<file path="src/rtl/input_mat_pingpong_bank.sv">
// Double-buffered input-matrix register bank for the systolic array: one bank
// fills from row-major beats while the other is presented whole until released.

module input_mat_bank_regs #(
  parameter int MAT_W  = 512,
  parameter int SLOT_W = 32,
  parameter int CW     = 4
) (
  input  logic              clk,
  input  logic              reset,
  input  logic              we,
  input  logic [CW-1:0]     slot,
  input  logic [SLOT_W-1:0] wdata,
  output logic [MAT_W-1:0]  q
);
  // Row-major layout means beat n lands at flat element n*BEAT_ELEMS.
  always_ff @(posedge clk or negedge reset) begin
    if (!reset)  q <= '0;
    else if (we) q[slot*SLOT_W +: SLOT_W] <= wdata;
  end
endmodule

module input_mat_pingpong_bank #(
  parameter int DATA_WIDTH = 8,
  parameter int ROWS       = 8,
  parameter int COLS       = 8,
  parameter int BEAT_ELEMS = 4
) (
  input  logic                            clk,
  input  logic                            reset,
  input  logic                            clear,
  input  logic                            in_valid,
  output logic                            in_ready,
  input  logic [BEAT_ELEMS*DATA_WIDTH-1:0] in_data,
  input  logic                            in_last,
  output logic                            out_valid,
  input  logic                            out_release,
  output logic [ROWS*COLS*DATA_WIDTH-1:0] out_data,
  output logic                            out_bank,
  output logic                            err_frame
);
  localparam int BEATS = ROWS*COLS/BEAT_ELEMS;
  localparam int CW    = (BEATS > 1) ? $clog2(BEATS) : 1;
  localparam int BW    = BEAT_ELEMS*DATA_WIDTH;
  localparam int MW    = ROWS*COLS*DATA_WIDTH;

  logic [1:0]         full;
  logic               wr_bank, rd_bank;
  logic [CW-1:0]      beat_cnt;
  logic [1:0][MW-1:0] bank_q;
  logic               accept, last_beat, release_ok;

  assign in_ready   = !full[wr_bank] && !clear;
  assign accept     = in_valid && in_ready;
  assign last_beat  = (beat_cnt == CW'(BEATS-1));
  assign release_ok = out_release && full[rd_bank];

  assign out_valid = full[rd_bank];
  assign out_bank  = rd_bank;
  assign out_data  = bank_q[rd_bank];

  // Release and completion never target the same bank (accept needs
  // wr_bank empty, release needs rd_bank full), so both may land together.
  always_ff @(posedge clk or negedge reset) begin
    if (!reset) begin
      full      <= 2'b00;
      wr_bank   <= 1'b0;
      rd_bank   <= 1'b0;
      beat_cnt  <= '0;
      err_frame <= 1'b0;
    end else if (clear) begin
      full      <= 2'b00;
      wr_bank   <= 1'b0;
      rd_bank   <= 1'b0;
      beat_cnt  <= '0;
      err_frame <= 1'b0;
    end else begin
      if (release_ok) begin
        full[rd_bank] <= 1'b0;
        rd_bank       <= ~rd_bank;
      end
      if (accept) begin
        if (last_beat) begin
          full[wr_bank] <= 1'b1;
          wr_bank       <= ~wr_bank;
          beat_cnt      <= '0;
          if (!in_last) err_frame <= 1'b1;
        end else if (in_last) begin
          // Early last: restart the same bank, partial data gets overwritten.
          err_frame <= 1'b1;
          beat_cnt  <= '0;
        end else begin
          beat_cnt <= beat_cnt + 1'b1;
        end
      end
    end
  end

  for (genvar b = 0; b < 2; b++) begin : g_bank
    input_mat_bank_regs #(.MAT_W(MW), .SLOT_W(BW), .CW(CW)) u_regs (
      .clk   (clk),
      .reset (reset),
      .we    (accept && (wr_bank == 1'(b))),
      .slot  (beat_cnt),
      .wdata (in_data),
      .q     (bank_q[b])
    );
  end
endmodule
</file>
<file path="config.mk">
export PLATFORM = sky130hd
export DESIGN_NAME = input_mat_pingpong_bank
export DESIGN_NICKNAME = d
export VERILOG_FILES = /design/src/rtl/input_mat_pingpong_bank.sv
export SDC_FILE = /design/constraint.sdc
export NUM_CORES = 2
export LEC_CHECK = 0
export CAP_MARGIN = 20
export CORE_ASPECT_RATIO = 0.5
export CORE_UTILIZATION = 60
export DETAILED_ROUTE_END_ITERATION = 16
export GPL_TIMING_DRIVEN = 1
export HOLD_SLACK_MARGIN = 0.05
export PLACE_DENSITY = 0.85
export SLEW_MARGIN = 5
export SYNTH_ARGS = -nofsm -noshare
export SYNTH_HDL_FRONTEND = slang
export SYNTH_SLANG_ARGS = --single-unit
</file>
<file path="constraint.sdc">
create_clock -name clk -period 7.7 [get_ports clk]
set_input_delay 1.925 -clock clk [delete_from_list [all_inputs] [get_ports clk]]
set_output_delay 1.925 -clock clk [all_outputs]
set_load 0.02 [all_outputs]
</file>
### Word level (Yosys, flattened, before mapping)

Index checks and enable logic that the tools add are counted.

* flip-flop bits (word level): 1033
* input port bits: 38

* add/sub/neg operators: 2
* $lt $le $gt $ge: 4
* equality and inequality tests: 2
* shift operators: 2
* multiplexer cells: 31
* bitwise operators: 5
* reductions and logical operators: 15

Operator list (number)
* $bwmux W512: 2
* $mux W512: 2
* $shift A32 B34 Y512 const A: 1
* $shiftx A32 B34 Y512: 1
* $neg A9 Y34: 1
* $mux W1: 16
* $mux W4: 4
* $mux W2: 5
* $logic_and A1 B1 Y1: 7
* $reduce_bool A2 Y1: 3
* $add A4 B1 Y4 const B: 1
* $eq A4 B4 Y1 const B: 1
* $lt A1 B2 Y1 const B: 2
* $ne A3 B3 Y1 const B: 1
* $reduce_and A3 Y1: 1
* $reduce_bool A3 Y1: 1
* $and A2 B2 Y2: 1
* $demux W1 S1: 2
* $ge A1 B1 Y1 const B: 2
* $logic_not A1 Y1: 2
* $not A1 Y1: 2
* $not A2 Y2: 1
* $or A2 B2 Y2: 1
* $reduce_and A2 Y1: 1

### Logic depth before layout (Yosys ltp)

* depth in word-level cells: 12
* depth in mapped cells: 11

### Hierarchy

From an unflattened synthesis, not the netlist that was laid out.

* cell total of the unflattened synthesis: 4228
* area, all modules: 49282.3 µm²

Modules (own cells, without submodules)
* input_mat_bank_regs at g_bank[1].u_regs: instances 1, cells an instance 1827, area an instance 21664.5 µm², sequential area each 12812.3 µm²
* input_mat_bank_regs at g_bank[0].u_regs: instances 1, cells an instance 1776, area an instance 20104.3 µm², sequential area each 12812.3 µm²
* input_mat_pingpong_bank: instances 1, cells an instance 625, area an instance 7513.5 µm², sequential area each 225.2 µm²

### Worst setup path after synthesis

Ideal clock, no wire load.

* kind: input-to-output
* start point: input clear
* end point: output in_ready
* data arrival time: 2.418 ns
* required time: 5.775 ns
* setup slack: 3.357 ns
* cell stages on the path: 2
* buffers on the path: 1
* path through: clkbuf_1 -> nor2_1

* longest elaborated chain between the ends: 2

RTL lines
* start, declared: line 31 `input logic clear,`
* $logic_not A1 Y1: line 53 `assign in_ready = !full[wr_bank] && !clear;`
* $logic_and A1 B1 Y1: line 53
* end, declared: line 33 `output logic in_ready,`

No other way between the ends.

### Worst setup path in the final report

* start point: register rd_bank (netlist: out_bank)
* end point: output out_data[438]

* longest elaborated chain between the ends: 2

RTL lines
* start, declared: line 48 `logic wr_bank, rd_bank;`
* start signal, assigned: line 80 `rd_bank <= ~rd_bank;`
* $mux W512 (implied by the code) (2 in a row): line 60 `assign out_data = bank_q[rd_bank];`
* end, declared: line 38 `output logic [ROWS*COLS*DATA_WIDTH-1:0] out_data,`

No other way between the ends. The select of a mux whose other input is x is not followed.

==> reports/metrics.csv <==
metric,value,unit
startpoint_type,register,
final_common_cell,mux2_2,
synthesis.nets,3626,
fin_crit,5.50,ns
yosysSeqAreaShare,57.6,%
m1WireLength,48.4,mm
worstSkewPairLatency,0.69,ns
synth_area_per_cell,12.5,um2
synth_edf_count,0,
synthFlopType,dfrtp_1,
synth.cell_area,44800,um2
pwr-share-clk,42.0,%
ys_warn_count,0,
reg2regPathDepth,5,
netlist_instances,3585,
grt_pass1_wl,190,mm
p_sw_share,23.9,%
first_iter_violations,2415,
min_path_cells,2,
grt-ovfl-total,0,
critical_path_arrival,3.57,ns
die_x,389,um
drc,0,
port_buffers,553,
htreeDepth,3,
fp.dieH,195,um
antenna_found_initial,4,
vias,30629,
cts_hold_buf,0,
cts_buffers,89,
total_leakage_power,25.4,nW
seqPwrFrac,49.6,%
dp_hpwl,77.6,mm
status,"complete, no violations",
grt_max_degree,194,
timing.final.ws_setup,2.20,ns
synth-seq-cells,1033,
wl_per_cell,25.0,um
core,73500,um2
die_area,75900,um2
rsz0062_at_grt,no,
seq_area,25900,um2
clock-sinks,1033,
power_frac_comb,8.5,%
cts_tree,yes,
worst_ep_required_time,5.78,ns
min_to,g_bank[1].u_regs.q[231]$_DFFE_PN0P_,
post_cts_resized,0,
route.met2.wl,61.3,mm
post_route_cells_drive_above_1_share,32.4,%
end_kind,primary output,
fin_tns_setup,0,ns
internal_power,8.58,mW
clockBufferDepth,3,
worst_pin_slew,1.14,ns
nNetsFinal,4046,
ys_types,44,
pre_cts_slack,2.12,ns
drtAntennaViolNets,0,
root_buffer,clkbuf_16,
rows,70,
gp_congestion,0.865,
maxClockFrequency,182,MHz
drv_slew,0,
clock_skew,0.0199,ns
total_power,11.3,mW
power_per_cell_area,208,nW/um2
most-common-layout-cells,"1,063 x mux2_2, 1,032 x dfrtp_1, 583 x nand2_1, 545 x clkdlybuf4s50_1, 441 x o21ai_0",
multi_input_area,17800,um2
holdCritPathClass,reg2reg,
ir_worst_vdd,173,uV
syn2layout_area_growth,20.9,%
initial_core_util,61.0,%
io_pins,554,
avgViaCountPerCell,6.06,
regToRegSetupSlack,4.05,ns
setup_viol,0,
grt_pass1_vias,31420,
clkTransAtPathRegs,0.07,ns
r2r_start,beat_cnt[0]$_DFFE_PN0P_,
hold_viol,0,
route.top_layer_used,met4,
async_flop_share,100,%
path_max_fanout,61,
hp-start,g_bank[1].u_regs.q[231]$_DFFE_PN0P_,
max_cap_viol_count,0,
wl_met3,6.86,mm
relSlewSlack,23.7,%
n_fill_cell,4531,
cts_setup_buffers,0,
rr_endpoint,g_bank[1].u_regs.q[141]$_DFFE_PN0P_,
drt_first_pass_iters,6,
drt_wl_total,126,mm
power.switching,2.69,mW
critPathKind,reg2out,
gr-usage-all-layers,33.2,%
fin_crit_sh,71.4,%
## area by class of cell
cell class,count,area share [%]
clock buffers,138,4.96
well taps,972,2.24
repair buffers,627,11.5
flip-flops and latches,1033,47.7
clock inverters,26,0.637
multi-input cells,2250,32.9
diodes,3,0.0139
inverters,4,0.0277
## power groups by stage
stage | sequential [mW] | combinational, mW | clock (mW)
final | 5.58 | 0.953 | 4.73
after global routing | 5.59 | 0.994 | 4.97
after CTS | 5.58 | 0.950 | 4.76
after detailed placement | 5.68 | 0.941 | 0
after global placement | 5.67 | 0.923 | 0
after floorplan | 5.67 | 0.426 | 0
## registers in the layout, summed over array words and instances, names as in the netlist
signal	count
err_frame	1
beat_cnt	4
g_bank.u_regs.q	1024
full	2
wr_bank	1
out_bank	1
## through the flow
| step | instance area [um2] | hold WS, ns | util, % | cells |
|---|---|---|---|---|
| floorplan | 44800 | 0.444 | - | 3585 |
| global route | 54200 | 0.496 | 73.8 | 5052 |
| finish | 54200 | 0.473 | 73.8 | 5053 |
| global placement | 51000 | 0.455 | 69.4 | 4879 |
| CTS | 54100 | 0.479 | 73.6 | 5044 |
| detailed placement | 51000 | 0.464 | 69.5 | 4880 |
## cells by family after synthesis
| logic type | count (synthesis) | synth area share (%) |
|---|---|---|
| buffers and inverters | 302 | 2.89 |
| muxes | 1090 | 27.4 |
| DFF | 1033 | 57.6 |
| xor gates and xnor gates | 2 | 0.0391 |
| AOI/OAI and AO/OA | 476 | 5.88 |
| adders and majority gates | 3 | 0.0837 |
| and+or+nand+nor | 679 | 6.10 |
## critical path, cell delays in order (launching register included)
cell and delay, ns:
dfrtp_4 0.96, buf_4 0.79, mux2_2 0.43, clkdlybuf4s50_1 0.61
## cells in the mapped netlist, types with 2 or more instances
master | number | share of area, %
mux2_2 | 1063 | 27
dfrtp_1 | 1033 | 58
nand2_1 | 591 | 4.9
o21ai_0 | 441 | 4.9
clkbuf_1 | 180 | 1.5
buf_2 | 95 | 1.1
nand3_1 | 46 | 0.51
mux2_1 | 27 | 0.68
buf_4 | 12 | 0.20
buf_1 | 11 | 0.092
o21ai_1 | 10 | 0.11
o2111ai_4 | 9 | 0.53
nor2_1 | 8 | 0.067
a21oi_1 | 5 | 0.056
nor2b_1 | 5 | 0.070
o2111ai_2 | 5 | 0.17
and2_1 | 4 | 0.056
inv_1 | 4 | 0.033
nor3_1 | 4 | 0.045
ha_1 | 3 | 0.084
nand3_2 | 3 | 0.067
and3_1 | 2 | 0.028
nand4_1 | 2 | 0.028
o31ai_1 | 2 | 0.033
## routing by layer
metal	up-vias	track usage [%]
li1	13308	-
met1	15811	41.4
met2	1105	54.0
met3	405	5.66
met4	0	21.9
met5	-	0
## worst max path at each step
stage / startpoint / slack, ns / cells after the start / to
floorplan: clear / 3.36 / 2 / in_ready
global placement: clear / 2.21 / 5 / g_bank[1].u_regs.q[389]$_DFFE_PN0P_
detailed placement: clear / 2.12 / 5 / g_bank[1].u_regs.q[389]$_DFFE_PN0P_
CTS: out_bank$_DFFE_PN0P_ / 2.23 / 3 / out_data[438]
global route: out_bank$_DFFE_PN0P_ / 2.14 / 3 / out_data[438]
finish: out_bank$_DFFE_PN0P_ / 2.20 / 3 / out_data[438]
Power figures use the tool's default switching activity.
